$ cat src/rtl/russian_peasant_seq_multiplier_ctrl.sv
// Sequential unsigned Russian-peasant multiplier: one conditional add-and-shift per clock.
// Optional RP_SEQ_MULT_EARLY_EXIT_EN ends the run once no multiplier bits remain.
module russian_peasant_seq_multiplier_ctrl #(
  parameter int WIDTH = 4
) (
  input  logic               clk,
  input  logic               reset,
  input  logic               start,
  input  logic [WIDTH-1:0]   A,
  input  logic [WIDTH-1:0]   B,
  output logic               busy,
  output logic               done,
  output logic [2*WIDTH-1:0] product
);
  localparam int CW = $clog2(WIDTH) + 1;

  typedef enum logic [1:0] {IDLE, RUN, DONE} state_t;

  state_t             state;
  logic [2*WIDTH-1:0] a_r;
  logic [2*WIDTH-1:0] acc;
  logic [2*WIDTH-1:0] acc_n;
  logic [WIDTH-1:0]   b_r;
  logic [CW-1:0]      cnt;
  logic               last;

  // The single shared adder; wraps modulo 2^(2*WIDTH), which cannot overflow here.
  assign acc_n = acc + (b_r[0] ? a_r : '0);

`ifdef RP_SEQ_MULT_EARLY_EXIT_EN
  assign last = (cnt == CW'(WIDTH - 1)) || ((b_r >> 1) == '0);
`else
  assign last = (cnt == CW'(WIDTH - 1));
`endif

  always_ff @(posedge clk) begin
    if (reset) begin
      state   <= IDLE;
      busy    <= 1'b0;
      done    <= 1'b0;
      product <= '0;
      a_r     <= '0;
      b_r     <= '0;
      acc     <= '0;
      cnt     <= '0;
    end else begin
      case (state)
        IDLE: begin
          done <= 1'b0;
          if (start) begin
            a_r   <= {{WIDTH{1'b0}}, A};
            b_r   <= B;
            acc   <= '0;
            cnt   <= '0;
            busy  <= 1'b1;
            state <= RUN;
          end
        end
        RUN: begin
          acc <= acc_n;
          a_r <= a_r << 1;
          b_r <= b_r >> 1;
          cnt <= cnt + 1'b1;
          if (last) begin
            product <= acc_n;
            busy    <= 1'b0;
            done    <= 1'b1;
            state   <= DONE;
          end
        end
        DONE: begin
          done  <= 1'b0;
          state <= IDLE;
        end
        default: begin
          busy  <= 1'b0;
          done  <= 1'b0;
          state <= IDLE;
        end
      endcase
    end
  end
endmodule

$ cat config.mk
export PLATFORM = sky130hd
export DESIGN_NAME = russian_peasant_seq_multiplier_ctrl
export DESIGN_NICKNAME = d
export VERILOG_FILES = /design/src/rtl/russian_peasant_seq_multiplier_ctrl.sv
export SDC_FILE = /design/constraint.sdc
export NUM_CORES = 1
export LEC_CHECK = 0
export ABC_AREA = 1
export BUFFER_PORTS_ARGS = -buffer_cell sky130_fd_sc_hd__buf_2
export CAP_MARGIN = 10
export CORE_UTILIZATION = 51
export DETAILED_ROUTE_END_ITERATION = 6
export MAX_ROUTING_LAYER = met4
export PLACE_DENSITY = 0.77
export REMOVE_ABC_BUFFERS = 1
export SLEW_MARGIN = 20
export SYNTH_ARGS = -nofsm -noshare
export SYNTH_HDL_FRONTEND = slang
export SYNTH_SLANG_ARGS = --single-unit
$ cat constraint.sdc
create_clock -name clk -period 1.7 [get_ports clk]
set_input_delay 0.085 -clock clk [delete_from_list [all_inputs] [get_ports clk]]
set_output_delay 0.085 -clock clk [all_outputs]
set_load 0.01 [all_outputs]
==> out/qor.csv, run 1 <==
stage,metric,value,unit
status,status,"finished, final reports clean",
timing,min Tclk post-route,1.62,ns
synth,post-synthesis mux area share,0,%
power,sequential fraction of design power,55.1,%
timing,final setup fails,0,
clock_network,clock tree buffer depth,2,
synth,synthesis warning total,0,
clock_network,clk sink count,35,
clock_network,CTS tree,yes,
layout,Antenna Cells,0,
synth,main combinational cell family by area after synthesis,simple AND/OR/NAND/NOR gates,
power,Lkg Pwr,0.968,nW
timing,fin crit share,95.0,%
layout,final design utilization,65.7,%
drt,DRT antenna net count,0,
timing,Slew headroom,72.3,%
power,PwrDens,767,mW/mm^2
timing,setup ws final,0.0844,ns
placement,RD Place Congestion,0.810,
synth,Yosys cell types,30,
drt,Vias/cell,5.15,
timing,RSZ-0062 raised after global routing,yes,
clock_network,CTS Buf Count,5,
synth,"Seq/Total Area, Yosys",40.8,%
clock_network,Clock transition at path regs,0.11,ns
critical_path,WP data arrival,1.87,ns
power,clock share of power,33.7,%
synth,Synth Area in XOR/XNOR,1.53,%
drt,vias,1560,
synth,dominant register cell in the synthesized netlist,dfxtp_1,
floorplan,Die ar.,0.00360,mm^2
power,peak supply drop,554,uV
global_route,grt ovf,0,
timing,Worst Skew,0.00793,ns
power,P_sw,0.000418,W
drt,drc violations,0,
floorplan,die width,60.0,um
layout,Final Non-Filler Cells,303,
timing,Final Max Slew Viols,0,
synth,"EDFF count, synth",0,
synth,ys async rst share,0,%
synth,Post-Syn Instances,231,
clock_network,clk_lat worst skew,0.34,ns
timing,Max Fclk,619,MHz
run,max_cap viols,0,
floorplan,core area,0.00313,mm^2
layout,layout cells sized above 1,22.4,%
global_route,first-pass GRT wire length,5780,um
global_route,initial antenna violation count,0,
power,Gate power share,11.2,%
critical_path,startpoint class of the critical path,register,
placement,pre-CTS setup slack,0.0127,ns
power,internal power,0.00116,W
critical_path,crit end category,register,
power,sw frac,26.5,%
critical_path,Critical Path RT,1.96,ns
drt,drt first-iter violations,78,
synth,Post-Synth Adder-Cell Area,7.72,%
floorplan,effective utilization at floorplan,54.9,%
layout,P&R area growth vs syn,19.6,%
critical_path,critical-path cell list,nand2_1 > inv_1 > ha_2 > inv_2 > fa_2 > inv_2 > nand3_2 > nand3_2 > nand2_2 > nand2_1 > nand2_1 > nand2_1 > inv_1,
synth,"Avg Cell Area, Syn",7.44,um^2
clock_network,H-tree depth,2,
placement,Detail Placement HPWL,2390,um
hold_path,worst hold path type,in2reg,
critical_path,CP dominant cell by count,nand2_1,
floorplan,io pins,21,
layout,nets@finish,279,
drt,final wirelength,3600,um
placement,Post-DP Area,0.00185,mm^2
timing,Setup TNS,0,ns
critical_path,Slowest Stage Delay on Critical Path,0.36,ns
critical_path,Worst Setup Path Type,reg2reg,
floorplan,die extent in y,60.0,um
drt,first-pass iteration count of the detailed router,4,
critical_path,crit-path max FO,4,
placement,port bufs,20,
timing,Fin. Hold Viols,0,
synth,area fraction in compound gates after synthesis,16.2,%
floorplan,Site Rows,20,
synth,Synth Register Bits,35,
global_route,largest net degree at the start of global routing,23,
global_route,Tot GR Track Use,22.8,%
synth,synthesized cell area,0.00172,mm^2
placement,Inst Count DP,290,
drt,average wire per standard cell,11.9,um
critical_path,Slowest cell on crit path,dfxtp_2,
synth,simple-gate share of the synthesized area,23.8,%
layout,fin area,0.00205,mm^2
timing,worst slew pin tran,0.414,ns
global_route,vias in the first global route,1346,
clock_network,Root Buffer,clkbuf_4,
[critical path: cells and delay by family (launching register included)]
family                     cells  cell delay [ns]
and+or+nand+nor                7             0.42
adders and majority gates      2             0.54
buffers and inverters          4             0.21
DFF                            1             0.36
[what timing repair did]
action / 4_1_cts / 5_1_grt
hold buffers: 5 / 0
endpoints found under the setup margin: 2 / 7
gates resized for setup: 2 / 15
buffers inserted: 0 / 0
gates cloned: 0 / 0
hold endpoints to repair: 5 / 0
pin swaps: 0 / 1
[sequential cells by signal (all words and copies together) (netlist names)]
| name | count |
|---|---|
| acc | 8 |
| busy | 1 |
| b_r | 4 |
| a_r | 8 |
| state | 2 |
| done | 1 |
| cnt | 3 |
| product | 8 |
[cell families (layout without fill, tap and decap cells)]
kind of cell,after synthesis,in the layout
flops,35,35
buf+inv,39,67
xor+xnor,3,3
fa+ha+maj,10,10
simple gates,97,97
compound gates,47,47
[routing by layer]
layer,global-route usage (%),vias to the layer above,share of wire (%)
met2,36.2,37,49
li1,-,813,-
met4,8.97,0,1.7
met3,6.49,5,5.0
met5,-,-,0
met1,27.3,705,45
[path summary, 6_finish.rpt]
check / from / end / slack (ns) / cells past startpoint
min: B[1] / b_r[1] / 0.01 / 3
min reg2reg: b_r[3] / b_r[3] / 0.47 / 2
max: b_r[0] / product[6] / 0.08 / 13
max reg2reg: b_r[0] / product[6] / 0.08 / 13
[synthesized netlist by cell type (2+ instances only)]
library cell  number  share of area [%]
a31oi_1            6                2.2
nand2_1           64                 14
inv_1             26                5.7
clkbuf_1           3               0.66
ha_1               9                6.6
xnor2_1            2                1.0
nor2_1            13                2.8
a21oi_1           18                5.2
o21a_1             3                1.3
inv_2              3               0.66
dfxtp_1           35                 41
nand3_1           13                3.8
a22oi_1            6                2.6
nand2_2            2               0.73
o21ai_0            9                2.6
o32ai_1            2                1.0
buf_2              3               0.87
buf_6              2                1.3
[area by class of cell]
class	count	area, um^2
clock buffers	7	65.1
clock inverters	1	7.51
fillers	278	1070
inverters	30	115
multi-input cells	157	928
flip-flops and latches	35	703
well taps	44	55.1
repair buffers	29	180
[layout by cell type (no fill, tap or decap), drive strengths merged, types with 2 or more instances in the layout]
cell         count
a21oi           18
a22oi            6
a31oi            6
buf             24
clkbuf           7
dfxtp           35
dlygate4sd3      5
ha               9
inv             30
nand2           67
nand3           13
nor2            14
o21a             3
o21ai           10
o32ai            2
xnor2            2
[metrics by stage]
stage | hold WS, ns | power, W
finish | 0.0132 | 0.00158
global placement | 0.359 | 0.00105
detailed placement | 0.368 | 0.00105
global route | 0.00353 | 0.00166
floorplan | 0.154 | 0.000985
CTS | 0.000446 | 0.00159
[power by group through the flow]
| stage | logic [W] | clock network (W) | registers [W] |
|---|---|---|---|
| floorplan | 0.0000990 | 0 | 0.000886 |
| global placement | 0.000161 | 0 | 0.000886 |
| detailed placement | 0.000164 | 0 | 0.000887 |
| CTS | 0.000173 | 0.000551 | 0.000869 |
| global route | 0.000197 | 0.000586 | 0.000874 |
| finish | 0.000176 | 0.000531 | 0.000869 |
Note: power is estimated with default switching activity, not from simulation.
==> run 2: changes to the inputs <==
CORE_UTILIZATION = 54   (was 51)
CTS_BUF_LIST = sky130_fd_sc_hd__clkbuf_4 sky130_fd_sc_hd__clkbuf_8   (was default)
PLACE_DENSITY = 0.81   (was 0.77)
==> out/qor.csv, run 2 (synthesis results as in run 1) <==
stage,metric,value,unit
status,status,"finished, final reports clean",
drt,drt first-iter violations,46,
clock_network,Clock transition at path regs,0.12,ns
floorplan,effective utilization at floorplan,56.7,%
floorplan,io pins,21,
critical_path,startpoint class of the critical path,register,
critical_path,worst reg2reg endpoint,acc[4],
clock_network,CTS tree,yes,
drt,Vias/cell,5.12,
layout,P&R area growth vs syn,21.5,%
run,max_cap viols,0,
critical_path,reg2reg start,b_r[0],
layout,biggest regs,"a_r: 8 flops, acc: 8 flops, product: 8 flops",
critical_path,Critical Path RT,1.98,ns
placement,Inst Count DP,290,
layout,Antenna Cells,0,
power,sw frac,25.6,%
placement,port bufs,20,
hold_path,WHS Path Cells,3,
drt,DRT antenna net count,0,
timing,Worst Skew,0.00946,ns
timing,Max Fclk,613,MHz
global_route,grt ovf,0,
layout,layout cells sized above 1,21.8,%
power,Gate power share,10.9,%
critical_path,crit-path max FO,4,
critical_path,critical path startpoint,b_r[0],
clock_network,clk_lat worst skew,0.34,ns
layout,Fillers,252,
timing,min Tclk post-route,1.63,ns
floorplan,core area,0.00303,mm^2
floorplan,die width,58.4,um
layout,"most common cell after layout, fill and taps aside",nand2_1,
layout,final design utilization,68.9,%
placement,RD Place Congestion,0.806,
power,P_sw,0.000423,W
critical_path,R2R setup slack,0.07,ns
global_route,Tot GR Track Use,24.0,%
hold_path,worst hold path type,in2reg,
timing,RSZ-0062 raised after global routing,yes,
critical_path,worst setup path endpoint,acc[4],
timing,Worst Hold Slack,0.0263,ns
floorplan,Site Rows,20,
critical_path,Worst Setup Path Type,reg2reg,
power,sequential fraction of design power,52.6,%
timing,Final Max Slew Viols,0,
layout,Final Non-Filler Cells,306,
timing,Fin. Hold Viols,0,
timing,final setup fails,0,
timing,Slew headroom,71.6,%
critical_path,worst-case reg-to-reg path depth,10,
placement,Detail Placement HPWL,2350,um
hold_path,hold path start,B[2],
timing,fin crit share,95.9,%
timing,Setup TNS,0,ns
power,peak supply drop,740,uV
clock_network,CTS Buf Count,5,
clock_network,clk sink count,35,
critical_path,crit end category,register,
timing,worst slew pin tran,0.425,ns
clock_network,clock tree buffer depth,2,
global_route,initial antenna violation count,0,
critical_path,WP data arrival,1.91,ns
drt,first-pass iteration count of the detailed router,4,
power,clock share of power,36.5,%
power,Lkg Pwr,0.982,nW
layout,nets@finish,282,
layout,most frequent cells in the layout,"nand2_1 (62), dfxtp_1 (33), inv_1 (25)",
drt,drc violations,0,
floorplan,die extent in y,58.4,um
floorplan,Die ar.,0.00341,mm^2
power,internal power,0.00123,W
power,total power,0.00165,W
global_route,largest net degree at the start of global routing,23,
global_route,vias in the first global route,1397,
power,PwrDens,791,mW/mm^2
clock_network,Root Buffer,clkbuf_4,
global_route,first-pass GRT wire length,5950,um
drt,vias,1568,
drt,average wire per standard cell,11.7,um
drt,final wirelength,3600,um
clock_network,H-tree depth,2,
[run 2: critical path, cell delays in order, from the launching register on]
cell and delay [ns]:
dfxtp_2 0.36, nand2_1 0.05, inv_1 0.05, ha_2 0.17, inv_1 0.05, fa_2 0.36, inv_2 0.09, a21oi_2 0.06
xnor2_1 0.19, nand2_1 0.07, a21oi_1 0.11
[run 2: repair_timing]
action,CTS,global route
hold endpoints to repair,7,0
setup endpoints to repair,2,8
pin swaps,0,5
resized for setup,2,15
setup buffers,0,1
hold buffers,7,0
[run 2: through the flow]
step,instance area (um^2),worst slack (ns)
floorplan,1660,0.0372
global placement,1850,0.0680
detailed placement,1850,0.0197
CTS,2000,0.0193
global route,2090,-0.0517
finish,2090,0.0697
[run 2: area by class of cell]
class / count / area (um^2) / share of cell area [%]
inverters: 30 / 115 / 5.52
multi-input cells: 157 / 925 / 44.3
clock buffers: 5 / 37.5 / 1.80
repair buffers: 32 / 208 / 9.95
well taps: 44 / 55.1 / 2.64
clock inverters: 3 / 43.8 / 2.10
flip-flops and latches: 35 / 703 / 33.7
[run 2: worst min-delay path by stage]
stage                     endpoint  slack, ns
after floorplan             a_r[0]       0.15
after global placement      a_r[1]       0.36
after detailed placement    b_r[1]       0.36
after CTS                   b_r[2]       0.01
after global routing        a_r[0]       0.01
final                       b_r[2]       0.03
[run 2: per-layer routing]
| metal | global-route usage (%) | up-vias | part of all wire (%) |
|---|---|---|---|
| met1 | 28.0 | 705 | 46 |
| li1 | - | 815 | - |
| met4 | 8.16 | 0 | 1.8 |
| met2 | 39.4 | 40 | 48 |
| met3 | 7.25 | 8 | 4.6 |
| met5 | - | - | 0 |
[run 2: power by group through the flow]
| stage | registers [W] | logic, W | clock network, W |
|---|---|---|---|
| 6_report | 0.000869 | 0.000180 | 0.000603 |
| 4_1_cts | 0.000869 | 0.000173 | 0.000615 |
| 5_1_grt | 0.000873 | 0.000201 | 0.000654 |
| 2_1_floorplan | 0.000886 | 0.0000990 | 0 |
| 3_3_place_gp | 0.000885 | 0.000160 | 0 |
| 3_5_place_dp | 0.000887 | 0.000160 | 0 |
